--- src/rtl/serializador.sv ---
// Byte-to-bit sender: one-entry holding register, MSB-first shift-out with
// downstream back-pressure (status_in) and a programmable inter-byte gap.
module serializador #(
  parameter int unsigned GAP_CYCLES = 1
) (
  input  logic       clk_100KHz,
  input  logic       reset,
  input  logic [7:0] byte_in,
  input  logic       byte_valid,
  output logic       byte_ready,
  input  logic       status_in,
  output logic       data_out,
  output logic       write_out,
  output logic       busy,
  output logic [7:0] sent_count
);

  typedef enum logic [1:0] {
    IDLE  = 2'd0,
    SHIFT = 2'd1,
    GAP   = 2'd2
  } state_e;

  localparam logic [3:0] GAP_LAST = 4'(GAP_CYCLES);

  state_e     state_q;
  logic       hold_full_q, hold_full_d;
  logic [7:0] hold_q, hold_d;
  logic [7:0] sr_q;
  logic [2:0] bit_cnt_q;
  logic [3:0] gap_cnt_q;
  logic       write_q, data_q;
  logic [7:0] sent_q;
  logic       accept, load;

  assign accept = byte_valid & ~hold_full_q;
  assign load   = (state_q == IDLE) & hold_full_q & ~status_in;

  // accept and load are mutually exclusive (opposite hold_full_q conditions)
  always_comb begin
    hold_full_d = hold_full_q;
    hold_d      = hold_q;
    if (load)   hold_full_d = 1'b0;
    if (accept) begin
      hold_full_d = 1'b1;
      hold_d      = byte_in;
    end
  end

  always_ff @(posedge clk_100KHz or negedge reset) begin
    if (!reset) begin
      hold_full_q <= 1'b0;
      hold_q      <= 8'h00;
    end else begin
      hold_full_q <= hold_full_d;
      hold_q      <= hold_d;
    end
  end

  always_ff @(posedge clk_100KHz or negedge reset) begin
    if (!reset) begin
      state_q   <= IDLE;
      sr_q      <= 8'h00;
      bit_cnt_q <= 3'd0;
      gap_cnt_q <= 4'd0;
      write_q   <= 1'b0;
      data_q    <= 1'b0;
      sent_q    <= 8'h00;
    end else begin
      case (state_q)
        IDLE: begin
          write_q <= 1'b0;
          if (load) begin
            sr_q      <= hold_q;
            bit_cnt_q <= 3'd0;
            state_q   <= SHIFT;
          end
        end
        SHIFT: begin
          if (status_in) begin
            write_q <= 1'b0;
          end else begin
            write_q   <= 1'b1;
            data_q    <= sr_q[7];
            sr_q      <= {sr_q[6:0], 1'b0};
            bit_cnt_q <= bit_cnt_q + 3'd1;
            if (bit_cnt_q == 3'd7) begin
              sent_q    <= sent_q + 8'd1;
              gap_cnt_q <= 4'd0;
              state_q   <= GAP;
            end
          end
        end
        GAP: begin
          // GAP spans GAP_CYCLES+1 cycles so a byte slot is 10+GAP_CYCLES long
          write_q   <= 1'b0;
          gap_cnt_q <= gap_cnt_q + 4'd1;
          if (gap_cnt_q == GAP_LAST) state_q <= IDLE;
        end
        default: begin
          write_q <= 1'b0;
          state_q <= IDLE;
        end
      endcase
    end
  end

  assign byte_ready = ~hold_full_q;
  assign busy       = (state_q != IDLE) | hold_full_q;
  assign data_out   = data_q;
  assign write_out  = write_q;
  assign sent_count = sent_q;

endmodule

--- config.mk ---
export PLATFORM = sky130hd
export DESIGN_NAME = serializador
export DESIGN_NICKNAME = d
export VERILOG_FILES = /design/src/rtl/serializador.sv
export SDC_FILE = /design/constraint.sdc
export NUM_CORES = 1
export LEC_CHECK = 0
export CAP_MARGIN = 5
export CORE_ASPECT_RATIO = 0.75
export CORE_MARGIN = 4
export CORE_UTILIZATION = 57
export CTS_CLUSTER_SIZE = 16
export DETAILED_ROUTE_END_ITERATION = 10
export PLACE_DENSITY = 0.83
export SLEW_MARGIN = 15
export SYNTH_ARGS = -nofsm -noshare
export SYNTH_HDL_FRONTEND = slang
export SYNTH_SLANG_ARGS = --single-unit
--- constraint.sdc ---
create_clock -name clk_100KHz -period 2.2 [get_ports clk_100KHz]
set_clock_uncertainty 0.05 [all_clocks]
set_input_delay 0.44 -clock clk_100KHz [delete_from_list [all_inputs] [get_ports clk_100KHz]]
set_output_delay 0.44 -clock clk_100KHz [all_outputs]
set_load 0.005 [all_outputs]
==> run_results.csv <==
group,metric,value,unit
clocking,worstSkewPairLatency,0.28,ns
critical_path,crit_path_end_kind,"primary output",
placement,dp.cells,182,
sta,min_period,2.12,ns
die,fp.coreArea,2700,µm²
drt,ant_nets,0,
critical_path,crit_fanout,2,
clocking,clockBufferDepth,2,
drt,wl_per_cell,16.5,µm
finish,diodes,0,
global_routing,grt.overflow.total,0,
clocking,cts_tree,"built",
die,dieArea,3860,µm²
yosys,netlist_area,1670,µm²
placement,port_buffers,23,
clocking,cts_buffers,5,
yosys,synth_cell_types,36,
drt,dr.pass1.iters,4,
sta,drv_slew,0,
die,die_w,70.5,µm
global_routing,grt_use_total,18.0,%
drt,vias_per_cell,5.62,
yosys,yosysSeqAreaShare,54.0,%
sta,fin_ws,0.0784,ns
hold_path,hp-class,"flop to flop",
power,combPwrFrac,35.1,%
power,powerDensity,1200,nW/µm²
sta,fin_crit_sh,96.4,%
power,total_power,0.00242,W
sta,worst_pin_slew,0.531,ns
power,ir_drop,0.000680,V
power,power.share.clock,19.6,%
flow_run,cap_viol_max_count,0,
outcome,status,"completed",
finish,num-nets-final,171,
drt,drt_iter0_markers,62,
drt,drc_errors,0,
global_routing,antenna_found_initial,0,
sta,rsz0062_at_grt,"false",
die,initial_core_util,61.7,%
sta,hold_viol_final,0,
yosys,synthesis.nets,141,
drt,drt-total-wl,3150,µm
sta,slew_headroom,64.6,%
critical_path,cp_data_required_time,1.71,ns
placement,gp_congestion,0.727,
die,die_h,54.8,µm
clocking,clkTransAtPathRegs,0.07,ns
power,p_int,0.00171,W
critical_path,critical-path-max-stage-delay,0.50,ns
global_routing,grt_pass1_wl,5180,µm
yosys,syn_area_per_cell,13.5,µm²
clocking,cts_sinks,36,
global_routing,grt_start_max_net_pins,37,
critical_path,worst-setup-path-type,"flop to primary output",
yosys,syn_inst,124,
critical_path,crit_path_start_kind,"flop",
global_routing,first_global_vias,1081,
sta,fmax,471,MHz
finish,drive_above_1_share,26.5,%
yosys,synth-seq-cells,36,
critical_path,cpMaxStageDelayCell,"or3_2",
die,core.rowCount,16,
sta,finalSetupViolCount,0,
sta,setup_tns,0,ns
critical_path,critical_path_arrival,1.63,ns
placement,hpwl,2200,µm
power,switching_share,29.3,%
finish,design_area,2030,µm²
yosys,yosys_warnings,0,
critical_path,crit_chain,"or3_2 -> clkdlybuf4s50_1",
placement,place_area,1930,µm²
drt,vias,1073,
placement,pre_cts_ws,0.211,ns
clocking,cts_root_buf,"clkbuf_8",
power,p_leak,0.905,nW
finish,synthToLayoutAreaGrowth,21.5,%
power,seq_power_share,45.3,%
clocking,htreeDepth,2,
finish,final_cells,191,
die,ios,24,
power,power.switching,0.000711,W
-- synth_stat cells --
| cell | count | area, µm² |
|---|---|---|
| dfrtp_1 | 36 | 901 |
| mux2_2 | 17 | 191 |
| mux2_4 | 7 | 105 |
| xnor2_1 | 7 | 61.3 |
| o21ai_0 | 6 | 30.0 |
| ha_1 | 5 | 62.6 |
| nand2_1 | 5 | 18.8 |
| nand3_1 | 4 | 20.0 |
| inv_1 | 3 | 11.3 |
| nand4_1 | 3 | 18.8 |
| a22o_1 | 2 | 17.5 |
| buf_4 | 2 | 15.0 |
| nor2_1 | 2 | 7.51 |
| nor2b_1 | 2 | 12.5 |
| nor2b_4 | 2 | 27.5 |
| a21oi_1 | 1 | 5.00 |
| a31oi_1 | 1 | 6.26 |
| and2_1 | 1 | 6.26 |
| and3_1 | 1 | 6.26 |
| and4_1 | 1 | 8.76 |
| and4bb_2 | 1 | 12.5 |
| buf_2 | 1 | 5.00 |
| buf_6 | 1 | 11.3 |
| buf_8 | 1 | 15.0 |
| nand2b_1 | 1 | 6.26 |
| nand3b_1 | 1 | 7.51 |
| nand4bb_1 | 1 | 11.3 |
| nor3_1 | 1 | 5.00 |
| nor3b_1 | 1 | 7.51 |
| o211ai_1 | 1 | 7.51 |
| o21ai_2 | 1 | 8.76 |
| o21bai_1 | 1 | 7.51 |
| o31ai_1 | 1 | 7.51 |
| or3_1 | 1 | 6.26 |
| or3_2 | 1 | 7.51 |
| xor2_1 | 1 | 8.76 |
-- state kept, by name, indices dropped and copies added, names as in the netlist --
register     cells
hold_full_q      1
write_out        1
bit_cnt_q        3
data_out         1
sent_count       8
state_q          2
hold_q           8
sr_q             8
gap_cnt_q        4
-- cell type report --
cell class | instances | area, µm²
sequential | 36 | 902
fill | 186 | 677
multi-input combinational | 80 | 709
inverter | 3 | 11.3
tap | 36 | 45.0
timing repair buffer | 28 | 268
clock buffer | 8 | 90.1
-- routing by layer --
metal  track usage [%]  up-vias  part of all wire [%]  wire [µm]
li1                  -      498                     -          -
met4              5.41        0                  0.98         31
met1              21.4      546                    45       1410
met2              32.3       25                    49       1560
met3              5.32        4                   4.7        148
met5                 0        -                     0          0
-- power groups by stage --
| stage | Sequential, W | Combinational, W | Clock, W |
|---|---|---|---|
| after detailed placement | 0.00111 | 0.000835 | 0 |
| after global placement | 0.00109 | 0.000781 | 0 |
| after global routing | 0.00113 | 0.000940 | 0.000511 |
| after floorplan | 0.00106 | 0.000630 | 0 |
| final | 0.00110 | 0.000850 | 0.000475 |
| after CTS | 0.00110 | 0.000842 | 0.000480 |
-- path summary, 6_finish.rpt --
path | start | end | slack, ns | cells past startpoint
min in group asynchronous | reset | sr_q[7]$_DFFE_PN0P_ | 0.52 | 2
worst min-delay path | sent_count[7]$_DFFE_PN0P_ | sent_count[7]$_DFFE_PN0P_ | 0.43 | 1
worst max register to register | state_q[0]$_DFFE_PN0P_ | data_out$_DFFE_PN0P_ | 0.56 | 4
worst min register to register | sent_count[7]$_DFFE_PN0P_ | sent_count[7]$_DFFE_PN0P_ | 0.43 | 1
max in group asynchronous | reset | hold_full_q$_DFFE_PN0P_ | 1.25 | 2
worst max-delay path | state_q[0]$_DFFE_PN0P_ | busy | 0.08 | 2
-- critical path: cells and delay by family, from the launching register on --
family	cells	cell delay [ns]
flops	1	0.39
simple gates	1	0.50
buf+inv	1	0.47
-- stage by stage --
| stage | utilization (%) | hold WS [ns] |
|---|---|---|
| after global routing | 75.0 | 0.454 |
| after global placement | 71.3 | 0.411 |
| after CTS | 74.6 | 0.428 |
| after detailed placement | 71.3 | 0.416 |
| after floorplan | - | 0.0944 |
| final | 75.0 | 0.431 |
-- cell usage in the layout, fill, tap and decap left out, types with 2 or more instances in the layout --
cell,count
o21ai_0,6
nor2b_1,2
mux2_4,7
nand2_1,5
nand4_1,3
ha_1,5
xnor2_1,7
clkdlybuf4s50_1,23
nor2_1,2
clkbuf_1,2
nand3_1,4
mux2_2,17
clkbuf_8,6
inv_1,3
dfrtp_1,35
nor2b_4,2
a22o_1,2
buf_4,5
-- cells by family after synthesis --
group	after synthesis	synth area share [%]
adders and majority gates	5	3.75
muxes	24	17.8
AOI/OAI and AO/OA	14	5.40
xor gates and xnor gates	8	4.20
and+or+nand+nor	29	11.4
buffers and inverters	8	3.45
DFF	36	54.0
-- timing repair --
action,CTS,global route
buffers inserted,0,1
hold buffers,0,0
endpoints found under the setup margin,0,1
resized for setup,0,1
Power figures use the tool's default switching activity.
